[src/rtl/gray_frame_ctrl.sv]
// gray_frame_ctrl: raster RGB reader feeding an external grayscale
// converter, buffering results in a small FIFO for the Sobel stage.
module gray_frame_ctrl #(
  parameter int W_BITS     = 10,
  parameter int ADDR_W     = 20,
  parameter int FIFO_DEPTH = 4
) (
  input  logic              clk,
  input  logic              rst,
  input  logic              start_i,
  input  logic [W_BITS-1:0] width_i,
  input  logic [W_BITS-1:0] height_i,
  output logic              busy_o,
  output logic              frame_done_o,
  output logic              rd_en_o,
  output logic [ADDR_W-1:0] rd_addr_o,
  input  logic [23:0]       rgb_data_i,
  output logic [7:0]        conv_red_o,
  output logic [7:0]        conv_green_o,
  output logic [7:0]        conv_blue_o,
  output logic              conv_valid_o,
  input  logic [7:0]        conv_gray_i,
  input  logic              conv_done_i,
  output logic [7:0]        pix_o,
  output logic              pix_valid_o,
  input  logic              pix_ready_i,
  output logic              pix_eol_o,
  output logic              pix_last_o
);

  localparam int PW = $clog2(FIFO_DEPTH);
  localparam int CW = PW + 1;
  localparam int SW = CW + 1;

  typedef enum logic [1:0] {
    S_IDLE,
    S_RUN,
    S_DRAIN,
    S_DONE
  } state_t;

  state_t state_q, state_d;

  logic [W_BITS-1:0] width_q, height_q;
  logic [W_BITS-1:0] col_q, row_q;
  logic [ADDR_W-1:0] total_q, addr_q;
  logic [1:0]        infl_q, infl_d;
  logic [1:0]        sb1_q, sb2_q;
  logic              cv_q;

  logic [9:0]        mem_q [FIFO_DEPTH];
  logic [PW-1:0]     wptr_q, rptr_q;
  logic [CW-1:0]     cnt_q, cnt_d;

  logic rd_en, busy, done;
  logic push, pop, empty;
  logic credit_ok, eol, last, zero_dim;

  assign zero_dim = (width_i == '0) || (height_i == '0);
  assign eol  = col_q == width_q - W_BITS'(1);
  assign last = eol && (row_q == height_q - W_BITS'(1));

  assign empty = cnt_q == '0;
  assign pop   = !empty && pix_ready_i;
  assign push  = conv_done_i && (infl_q != 2'd0);

  // Reserve a FIFO slot for every read still in flight.
  assign credit_ok =
    (SW'(cnt_q) + SW'(infl_q) + SW'(1)) <=
    (SW'(FIFO_DEPTH) + SW'(pop));

  assign infl_d = infl_q + {1'b0, rd_en} - {1'b0, push};
  assign cnt_d  = cnt_q + CW'(push) - CW'(pop);

  always_ff @(posedge clk) begin
    if (!rst) state_q <= S_IDLE;
    else      state_q <= state_d;
  end

  always_comb begin
    state_d = state_q;
    unique case (state_q)
      S_IDLE: begin
        if (start_i) state_d = zero_dim ? S_DONE : S_RUN;
      end
      S_RUN: begin
        if (rd_en && (addr_q == total_q - ADDR_W'(1)))
          state_d = S_DRAIN;
      end
      S_DRAIN: begin
        if ((infl_q == 2'd0) && empty) state_d = S_DONE;
      end
      S_DONE:  state_d = S_IDLE;
      default: state_d = S_IDLE;
    endcase
  end

  always_comb begin
    busy  = 1'b0;
    done  = 1'b0;
    rd_en = 1'b0;
    unique case (state_q)
      S_IDLE: ;
      S_RUN: begin
        busy  = 1'b1;
        rd_en = credit_ok;
      end
      S_DRAIN: busy = 1'b1;
      S_DONE: begin
        busy = 1'b1;
        done = 1'b1;
      end
      default: ;
    endcase
  end

  always_ff @(posedge clk) begin
    if (!rst) begin
      width_q  <= '0;
      height_q <= '0;
      total_q  <= '0;
      col_q    <= '0;
      row_q    <= '0;
      addr_q   <= '0;
      infl_q   <= '0;
      sb1_q    <= '0;
      sb2_q    <= '0;
      cv_q     <= 1'b0;
    end else begin
      if ((state_q == S_IDLE) && start_i) begin
        width_q  <= width_i;
        height_q <= height_i;
        total_q  <= ADDR_W'(width_i) * ADDR_W'(height_i);
        col_q    <= '0;
        row_q    <= '0;
        addr_q   <= '0;
      end else if (rd_en) begin
        addr_q <= addr_q + ADDR_W'(1);
        if (eol) begin
          col_q <= '0;
          row_q <= row_q + W_BITS'(1);
        end else begin
          col_q <= col_q + W_BITS'(1);
        end
      end
      // Flags ride alongside the read so they meet conv_done_i.
      cv_q   <= rd_en;
      sb1_q  <= rd_en ? {last, eol} : 2'b00;
      sb2_q  <= sb1_q;
      infl_q <= infl_d;
    end
  end

  always_ff @(posedge clk) begin
    if (!rst) begin
      wptr_q <= '0;
      rptr_q <= '0;
      cnt_q  <= '0;
    end else begin
      if (push) wptr_q <= wptr_q + PW'(1);
      if (pop)  rptr_q <= rptr_q + PW'(1);
      cnt_q <= cnt_d;
    end
  end

  always_ff @(posedge clk) begin
    if (push) mem_q[wptr_q] <= {sb2_q, conv_gray_i};
  end

  assign busy_o       = busy;
  assign frame_done_o = done;
  assign rd_en_o      = rd_en;
  assign rd_addr_o    = rd_en ? addr_q : '0;

  assign conv_valid_o = cv_q;
  assign conv_red_o   = cv_q ? rgb_data_i[23:16] : 8'd0;
  assign conv_green_o = cv_q ? rgb_data_i[15:8]  : 8'd0;
  assign conv_blue_o  = cv_q ? rgb_data_i[7:0]   : 8'd0;

  assign pix_valid_o = !empty;
  assign {pix_last_o, pix_eol_o, pix_o} =
    empty ? 10'd0 : mem_q[rptr_q];

endmodule

[config.mk]
export PLATFORM = sky130hd
export DESIGN_NAME = gray_frame_ctrl
export DESIGN_NICKNAME = d
export VERILOG_FILES = /design/src/rtl/gray_frame_ctrl.sv
export SDC_FILE = /design/constraint.sdc
export NUM_CORES = 1
export LEC_CHECK = 0
export CAP_MARGIN = 20
export CORE_UTILIZATION = 49
export DETAILED_ROUTE_END_ITERATION = 10
export PLACE_DENSITY_LB_ADDON = 0.1
export REMOVE_ABC_BUFFERS = 1
export SYNTH_ARGS = -nofsm -noshare
export SYNTH_HDL_FRONTEND = slang
export SYNTH_SLANG_ARGS = --single-unit
[constraint.sdc]
create_clock -name clk -period 8.68 [get_ports clk]
set_input_delay 1.736 -clock clk [delete_from_list [all_inputs] [get_ports clk]]
set_output_delay 1.736 -clock clk [all_outputs]
set_load 0.02 [all_outputs]
# Yosys cells after proc, flatten, opt, wreduce, memory -nomap -nowiden

Memory sizes are Yosys's and may differ from the RTL's. A register that Yosys moved wholly into a read port is not among the register bits.
Index checks and enable logic that the tools add are counted.

RAM bits: 40
Output and inout port bits: 59
Memories kept: 1
Bits in registers: 96
Word-level logic and storage cells: 79
Input bits: 57

Memories:

| name  | depth | width | rd ports | clocked after memory_dff | write ports | line | RTL |
|---|---|---|---|---|---|---|---|
| mem_q | 4     | 10    | 1        | 1                        | 1           | 51   | `logic [9:0] mem_q [FIFO_DEPTH];` |

Reduce and logical (&&, ||, !) cells: 19
Magnitude comparators: 1
Equal/unequal tests: 9
Multiply operators: 1
Add/subtract/negate cells: 15
Mux-type cells: 18
Bitwise operators: 1

Operators with widths:

| cell                                                | number |
|---|---|
| 2-to-1 mux 8 bit                                    | 3 |
| adder 10 x 1 -> 10 bit (second input constant)      | 2 |
| adder 20 x 1 -> 20 bit (second input constant)      | 1 |
| equality test 10 bit                                | 2 |
| equality test 20 bit                                | 1 |
| zero test 10 bit                                    | 2 |
| multiplier 10 x 10 -> 20 bit                        | 1 |
| 2-to-1 mux 10 bit                                   | 2 |
| 2-to-1 mux 20 bit                                   | 1 |
| subtractor 10 x 1 -> 10 bit (second input constant) | 2 |
| subtractor 20 x 1 -> 20 bit (second input constant) | 1 |
| 2-to-1 mux 2 bit                                    | 6 |
| case mux 2 bit (4 select lines)                     | 1 |
| logical AND 1 bit                                   | 6 |
| != test 2 bit (second input constant)               | 3 |
| 2-to-1 mux 1 bit                                    | 5 |
| adder 2 x 1 -> 2 bit (second input constant)        | 2 |
| adder 3 x 1 -> 4 bit (first input constant)         | 1 |
| adder 3 x 2 -> 4 bit                                | 1 |
| adder 4 x 1 -> 4 bit (second input constant)        | 1 |
| equality test 2 bit (second input constant)         | 2 |
| less-or-equal comparator 4 bit                      | 1 |
| zero test 2 bit                                     | 2 |
| AND reduction 2 bit                                 | 2 |
| other kinds (13)                                    | 13 |

# Logic depth before layout (Yosys ltp)

Depth in word-level cells: 9
Gate-level depth with buffers: 20
Depth with buffers taken out: 19

# Worst setup path after synthesis

Ideal clock, no wire load.

Kind: input-to-reg
From: input port height_i[3]
To: register total_q[15]
Required time: 8.556 ns
Data arrival time: 6.254 ns
Stages: 20
Path buffers: 1
Setup time: 0.124 ns
Setup slack: 2.302 ns
Cell sequence: clkbuf_1 > nand2_1 > fa_1 > inv_1 > fa_1 > inv_1 > fa_1 > inv_1 > fa_1 > inv_1 > fa_1 > inv_1 > ha_1 > a21oi_1 > o211ai_1 > a31oi_1 > o21ai_0 > a21oi_1 > xor2_1 > o21ai_0

Longest elaborated chain between the ends: 1

Ends and longest elaborated chain:

| item                         | line | RTL |
|---|---|---|
| start, declared              | 12   | `input logic [W_BITS-1:0] height_i,` |
| multiplier 10 x 10 -> 20 bit | 133  | `total_q <= ADDR_W'(width_i) * ADDR_W'(height_i);` |
| end signal, assigned         | 133  |  |
| end, declared                | 46   | `logic [ADDR_W-1:0] total_q, addr_q;` |

No other way between the ends.
A chain may end at the register's enable or synchronous reset.

# Worst setup path in the final report

Same ends and word-level chain as after synthesis.

==> results_dict.tcl <==
set metrics [dict create \
    status "completed" \
    fin_setup_tns_ps 0 \
    tightest_slew_ps 695 \
    rsz0062_at_grt "no" \
    grt_use_total_pct 21.7 \
    cts_resized 0 \
    holdBufCountCts 0 \
    period_share_pct 78.0 \
    die_area_um2 22400 \
    grt_pass1_wl_mm 38.3 \
    ir_worst_vdd_mv 0.138 \
    rows 53 \
    synth_top_area_share_pct 18.3 \
    regArea_um2 3160 \
    synth.cell_area_um2 10700 \
    drv_cap 0 \
    cp_slowest_cell "clkdlybuf4s50_1" \
    drv_slew 0 \
    critical_path_class "in -> reg" \
    powerDensity_nw_per_um2 260 \
    synth_area_leaders "dfxtp_1, fa_1, edfxtp_1, ha_1, and2_1" \
    mostFrequentLayoutCells "and2_1, nand2_1, clkdlybuf4s50_1, dfxtp_1, inv_1" \
    drc 0 \
    critPathTopFamily "adder cells" \
    grt_max_degree 56 \
    multi_input_area_um2 6950 \
    leakage_nw 5.17 \
    cp_slowest_stage_delay_ps 710 \
    setup_slack_ps 1910 \
    dpl_worst_slack_ps 1480 \
    holdWs_ps 464 \
    htreeDepth 4 \
    clock_path_buffers 2 \
    ys_seq_area_share_pct 29.6 \
    slew_headroom_pct 53.7 \
    clk_pin_slew_ps 70 \
    fillers 1878 \
    clock_latency_ps 430 \
    synth.distinct_cells 67 \
    cts.sinks 138 \
    setup_violations 0 \
    worst-path-buf-inv 6 \
    worstPathCellList "clkdlybuf4s50_1 > nand2_1 > fa_1 > inv_1 > fa_1 > inv_1 > fa_1 > inv_1 > fa_1 > inv_1 > fa_1 > inv_1 > ha_1 > a21oi_1 > o211ai_1 > a31oi_1 > o21ai_0 > a21oi_1 > xor2_1 > o21ai_0" \
    drtPass1Iterations 4 \
    vias_per_cell 5.26 \
    root_buffer "clkbuf_16" \
    num_antenna_cells 0 \
    dp_hpwl_mm 17.4 \
    routedWlPerCell_um 14.9 \
    start_util_pct 50.4 \
    synthArstFlopShare_pct 0 \
    grt_overflow 0 \
    startpoint_type "input port" \
    post-route-min-period_ps 6770 \
    synth_ff_type "dfxtp_1" \
    syn_inst 1167 \
    first_global_vias 7694 \
    hp-class "reg -> reg" \
    routabilityCongestion 0.874 \
    finalHoldViolCount 0 \
    synth_edf_count 40 \
    io_pins 116 \
    fin_nets 1440 \
    ys_warn_count 0 \
    ant_nets 0 \
    routed_wl_mm 22.9 \
    antenna_found_initial 0 \
    drive_gt1_share_pct 5.42 \
    cp-end-kind "flip-flop" \
    area_delta_synth_final_pct 17.3 \
    drt-initial-drc-count 511 \
    cp.required_ps 8980 \
    numCtsBuffers 17 \
    fin_worst_skew_ps 9.44 \
    cts_setup_buffers 0 \
    die_x_um 150 \
    yosys_register_bits 138 \
    num_vias 8048 \
    yosys.area.top_type "dfxtp_1" \
    fp.dieH_um 150 \
    core_area_um2 21200 \
    port_buffers 115 \
    fmax_mhz 148 \
    arrival_ps 7070 \
    avgSynthCellArea_um2 9.17 \
    cts_tree "yes" \
    layout_commonest_cell "and2_1" \
    critPathMaxFanout 12 \
]
synthesized netlist by cell type (all sizes together), types with 6 or more instances:
library cell  number
xor2              48
fa                64
dfxtp             98
inv               83
mux2i             12
nand4             18
xnor2             56
a21boi            27
a21oi             31
edfxtp            40
a31oi              6
nand2            140
nor2              64
nor2b             13
and2             145
nor4              14
o21ai             36
buf                8
a21o               8
and3               8
nand3             28
nor3              16
clkbuf            56
mux4              10
a31o               7
ha                77
through the flow:
stage               power (mW)  area [um^2]  utilization [%]  cells
floorplan                 2.11        10400                -   1103
global placement          2.55        12000             56.3   1498
detailed placement        2.56        12000             56.3   1498
CTS                       3.30        12500             59.1   1530
global route              3.55        12500             59.1   1530
finish                    3.26        12500             59.1   1530
worst reg2reg max path: stages (launching register included):
cell       delay [ps]
dfxtp_1           370
or3_1             530
and2_1            310
ha_1              290
o21ai_0            80
nand2_1            70
nand3_1           310
inv_2             610
nand3_1           230
a2111oi_4         410
and2_1            630
nand2b_1          430
nor2_1            100
routing by layer:
layer  part of all wire [%]  vias to the layer above  track usage, %
met5                      0                        -               0
met4                    1.8                        0            6.87
met3                    5.7                       29            3.57
met2                     45                      212            34.3
met1                     48                     3769            30.1
li1                       -                     4038               -
final cells by class:
class,instances,share of cell area (%)
clock inverters,15,1.33
multi-input cells,882,55.4
well taps,275,2.74
clock buffers,17,3.39
flip-flops and latches,138,25.2
repair buffers,120,9.48
inverters,83,2.48
cells by family (layout without fill, tap and decap cells):
kind of cell / count (synthesis) / in the layout / synth area share [%]
and+or+nand+nor: 475 / 475 / 23.6
buffers and inverters: 147 / 235 / 5.50
adders and majority gates: 141 / 141 / 21.0
AOI/OAI and AO/OA: 139 / 139 / 8.50
DFF: 138 / 138 / 29.6
xor gates and xnor gates: 104 / 104 / 8.52
muxes: 23 / 23 / 3.33
path summary, 6_finish.rpt:
path                            start                        to  slack (ps)  cells after the start
setup / recovery          height_i[3]  total_q[15]$_SDFFE_PN0P_        1910                     20
hold reg to reg   sb1_q[1]$_SDFF_PN0_       sb2_q[1]$_SDFF_PN0_         460                      1
hold / removal    sb1_q[1]$_SDFF_PN0_       sb2_q[1]$_SDFF_PN0_         460                      1
setup reg to reg  cnt_q[1]$_SDFF_PN0_     col_q[7]$_SDFFE_PP0P_        4200                     12
where the power goes:
part           switching [mW]  internal (mW)  leakage [nW]
combinational           0.917          0.769          3.73
clock                   0.332          0.387         0.285
sequential              0.114          0.744          1.16
registers in the layout, summed over array words and instances (netlist names), 2 cells and up, named ones only:
| register | cells |
|---|---|
| state_q | 2 |
| height_q | 10 |
| cnt_q | 3 |
| wptr_q | 2 |
| row_q | 10 |
| col_q | 10 |
| infl_q | 2 |
| width_q | 10 |
| addr_q | 20 |
| mem_q | 40 |
| sb2_q | 2 |
| sb1_q | 2 |
| rptr_q | 2 |
| total_q | 20 |
(Power assumes the default switching activity.)
==> variant 1: new RTL, same flow settings <==
The parameter `W_BITS` goes from 10 to 14.
--- a/src/rtl/gray_frame_ctrl.sv
+++ b/src/rtl/gray_frame_ctrl.sv
@@ -3,3 +3,3 @@
 module gray_frame_ctrl #(
-  parameter int W_BITS     = 10,
+  parameter int W_BITS     = 14,
   parameter int ADDR_W     = 20,
Ports: changed (resized height_i and width_i); port bits go from 116 to 124. No check against the original RTL was run, so the function may have changed too.
==> variant 1 against the unedited design <==
Register-to-register slack gained 0.22 ns; cell area grew 24%; sequential cell count grew 16; utilization shrank 1.6 points; synthesized cell count grew 31%; sequential power grew 12%; synthesized area grew 26%; power grew 46%; routed wire length grew 37%; setup slack lost 0.75 ns.
==> variant 1: results (changes against the unedited design) <==
[status]
run_status = finished clean

[synthesis]
syn_area_per_cell_um2 = 8.80  ; -4.0%
yosysSeqAreaShare = 0.259  ; -0.0367
synthTopCellsByCount = nand2_1 (214), inv_1 (170), and2_1 (144)
synth.area.mux_share = 0.0257  ; -0.00766
synthDistinctLibCells = 72  ; +7.5%
yosys.area_share.xor_xnor = 0.0755  ; -0.00962
synth_compound_area_frac = 0.0844  ; -0.000667
synthTopCellsByArea = fa_1 (17%), dfxtp_1 (17%), edfxtp_1 (8.9%), ha_1 (7.3%), and2_1 (6.7%)
synth_fa_ha_area_frac = 0.248  ; +0.0378

[setup_path]
crit_slowest_cell = clkdlybuf4s50_1
cp_slowest_stage_delay_ns = 0.67  ; -0.04 ns
reg2reg_slack_ns = 4.42  ; +0.22 ns
rr_worst_depth = 11  ; -1
critPathMaxFanout = 16  ; +4
worst_ep_arrival_time_ns = 7.84  ; +0.77 ns
r2r_start = cnt_q[2]
timing.rr.end = state_q[1]

[place]
post_dp_cell_area_um2 = 14900  ; +25%
numPlacedInstances = 1932  ; +29%
io_buffers = 123  ; +7.0%
place_congestion = 0.852  ; -2.6%
dp_slack_ns = 0.715  ; -0.767 ns
dp_hpwl_mm = 23.7  ; +37%

[drt]
wire_per_inst_um = 15.9  ; +6.6%
drtIter0Drc = 518  ; +1.4%
dr.pass1.iters = 5  ; +1
m1WireLength_mm = 15.1  ; +39%
num_vias = 10500  ; +31%
dr_wl_met2_mm = 14.2  ; +38%
met3_length_mm = 1.63  ; +24%

[global_routing]
met1_usage = 0.322  ; +0.0207
grt_max_degree = 59  ; +5.4%
use_met2 = 0.383  ; +0.0401
met3_usage = 0.0352  ; -0.000454
grt_pass1_vias = 10300  ; +34%
grt_first_pass_wirelength_mm = 52.5  ; +37%
grt.total_usage = 0.234  ; +0.0174

[final_layout]
layout-drive-gt1-share = 0.0499  ; -0.00431
syn2layout_area_growth_pct = 15.3
nFillCells = 2467  ; +31%
fin_cells = 1965  ; +28%

[pwr]
switching_power_uw = 2200  ; +62%
peakVddDrop_v = 0.000184  ; +33%
p_leak_uw = 0.00651  ; +26%

[clock_tree]
clk_latency_ns = 0.44
clk_pin_slew_ns = 0.07  ; about the same
cts-resized-gates = 0  ; unchanged

[timing]
clock_skew_ns = 0.0169  ; +0.00750 ns
hold_ws_ns = 0.437  ; -0.0270 ns
tightest_slew_ns = 0.955  ; +0.261 ns

[min_path]
min_from = sb1_q[0]
holdPathEnd = sb2_q[0]

## variant 1: cell types whose count changed after synthesis, moves of 20 or more
cell / delta
a21boi_0: -25
a21oi_1: +38
fa_1: +53
inv_1: +88
nand2_1: +74
nor2_1: +20
## variant 1: final cells by class
type,count,share of cell area
multi-input combinational,1129,0.582
sequential,154,0.225
timing repair buffer,139,0.0871
inverter,170,0.0411
tap,341,0.0275
clock buffer,17,0.0274
clock inverter,15,0.0102
## variant 1: power by group through the flow
stage	sequential, µW	clock (µW)	combinational (µW)
after floorplan	943	0	2290
after global placement	971	0	3010
after detailed placement	977	0	3050
after CTS	961	748	3080
after global routing	982	776	3460
final	959	736	3060
## variant 1: worst max path at each step
stage	from	slack, ns	endpoint	cells past startpoint
global route	height_i[2]	0.78	total_q[16]	22
finish	height_i[2]	1.16	total_q[18]	22
CTS	height_i[2]	1.15	total_q[17]	22
detailed placement	height_i[2]	0.72	total_q[17]	22
floorplan	width_i[7]	1.82	total_q[17]	21
global placement	height_i[2]	0.79	total_q[17]	22
==> variant 2: new RTL, same settings <==
Without the edit above. Re-encode `state_t` (4 states) as one-hot, 4 bits wide.
--- a/src/rtl/gray_frame_ctrl.sv
+++ b/src/rtl/gray_frame_ctrl.sv
@@ -34,7 +34,7 @@
 
-  typedef enum logic [1:0] {
-    S_IDLE,
-    S_RUN,
-    S_DRAIN,
-    S_DONE
+  typedef enum logic [3:0] {
+    S_IDLE  = 4'b0001,
+    S_RUN   = 4'b0010,
+    S_DRAIN = 4'b0100,
+    S_DONE  = 4'b1000
   } state_t;
Behaviour: same outputs for any inputs over 4 cycles, from zero or initial values and one cycle with rst low; so few cycles prove little.
==> variant 2 against the unedited design <==
Critical path depth shrank 1; synthesized area grew 0.40%; count of clock-buffer cells in the layout unchanged; first-iteration DRC count shrank 11%; routed wire length is 8.5% higher; cell area up 0.91%; utilization is 0.35 points higher; die area is 0.39% higher; via count is 6.1% higher; power fell by 8.9%; setup slack worse by 0.29 ns; sequential cell count rose by 2; global-route usage up 1.1 points; non-clock buffer count is 2 higher; highest routed layer unchanged.
==> variant 2: results (changes against the unedited design) <==
[status]
run_status = finished clean

[final_layout]
syn2layout_area_growth_pct = 17.9
fin_cells = 1572  ; +2.7%
layout-drive-gt1-share = 0.0524  ; -0.00175
nFillCells = 1934  ; +3.0%
top_regs = mem_q x40, addr_q x20, total_q x20
diodes = 0  ; unchanged

[synthesis]
synthDistinctLibCells = 68  ; +1.5%
synth.area.mux_share = 0.0332  ; -0.000132
yosys_most_used_dff = dfxtp_1
syn_area_per_cell_um2 = 8.91  ; -2.8%
synthTopCellsByCount = nand2_1 (146), and2_1 (124), dfxtp_1 (100)
synth_compound_area_frac = 0.0915  ; +0.00642
synthTopCellsByArea = dfxtp_1 (19%), fa_1 (12%), edfxtp_1 (11%), ha_1 (8.4%), and2_1 (7.2%)
yosys.area_share.xor_xnor = 0.0710  ; -0.0142
postSynth.asyncResetShare = 0  ; unchanged
synth_warnings = 0  ; unchanged
synth_edf_count = 40  ; unchanged
synth_fa_ha_area_frac = 0.203  ; -0.00666
yosysSeqAreaShare = 0.298  ; +0.00256

[drt]
m1WireLength_mm = 11.7  ; +7.5%
met3_length_mm = 1.20  ; -8.5%
vias_per_cell = 5.43  ; +3.3%
ant_nets = 0  ; unchanged
dr.pass1.iters = 5  ; +1
dr_wl_met2_mm = 11.7  ; +13%
drtIter0Drc = 453  ; -11%
dr.max_layer_used = met4
wire_per_inst_um = 15.8  ; +5.6%

[setup_path]
cp_top_family = adder cells
worst_ep_arrival_time_ns = 7.38  ; +0.31 ns
cp_slowest_stage_delay_ns = 0.72

[clock_tree]
numCtsBuffers = 17  ; unchanged
cts.path.max_buffers = 2  ; unchanged
cts_setup_buffers = 0  ; unchanged
clk_latency_ns = 0.43  ; about the same
htree_levels = 4  ; unchanged
cts-root-buf = clkbuf_16
cts-resized-gates = 0  ; unchanged

[place]
dp_slack_ns = 1.21  ; -0.269 ns
numPlacedInstances = 1540  ; +2.8%
io_buffers = 115  ; unchanged
post_dp_cell_area_um2 = 12100  ; +0.87%
dp_hpwl_mm = 18.8  ; +8.4%
place_congestion = 0.861  ; -1.5%

[pwr]
peakVddDrop_v = 0.000127  ; -8.0%
p_leak_uw = 0.00512  ; -0.95%

[global_routing]
met3_usage = 0.0360  ; +0.000305
met1_usage = 0.311  ; +0.00978
antenna_found_initial = 0  ; unchanged
grt_first_pass_wirelength_mm = 40.1  ; +4.8%
grt.total_usage = 0.228  ; +0.0113
grt_pass1_vias = 8029  ; +4.4%
grt_max_degree = 49  ; -13%
use_met2 = 0.374  ; +0.0313

[timing]
clock_skew_ns = 0.0186  ; +0.00919 ns
tightest_slew_ns = 1.09  ; +0.400 ns

[min_path]
hold_path.class = reg -> reg

-- variant 2: cell type report --
| class | count | area share |
|---|---|---|
| clock inverter | 15 | 0.0139 |
| sequential | 140 | 0.253 |
| tap | 275 | 0.0272 |
| inverter | 96 | 0.0285 |
| timing repair buffer | 122 | 0.0951 |
| multi-input combinational | 907 | 0.549 |
| clock buffer | 17 | 0.0336 |
-- variant 2: power by group --
group	internal [µW]	leakage (µW)	total (µW)	switching, µW
clock network	412	0.000297	734	322
registers	739	0.00116	813	74.4
logic	649	0.00366	1430	779
total	1800	0.00512	2970	1180
-- variant 2: worst paths after layout --
check / depth (start not counted) / to / from / slack, ns
setup / recovery: 19 / total_q[17] / width_i[5] / 1.62
hold / removal: 1 / sb2_q[0] / sb1_q[0] / 0.44
setup reg to reg: 11 / row_q[9] / cnt_q[1] / 4.74
hold reg to reg: 1 / sb2_q[0] / sb1_q[0] / 0.44
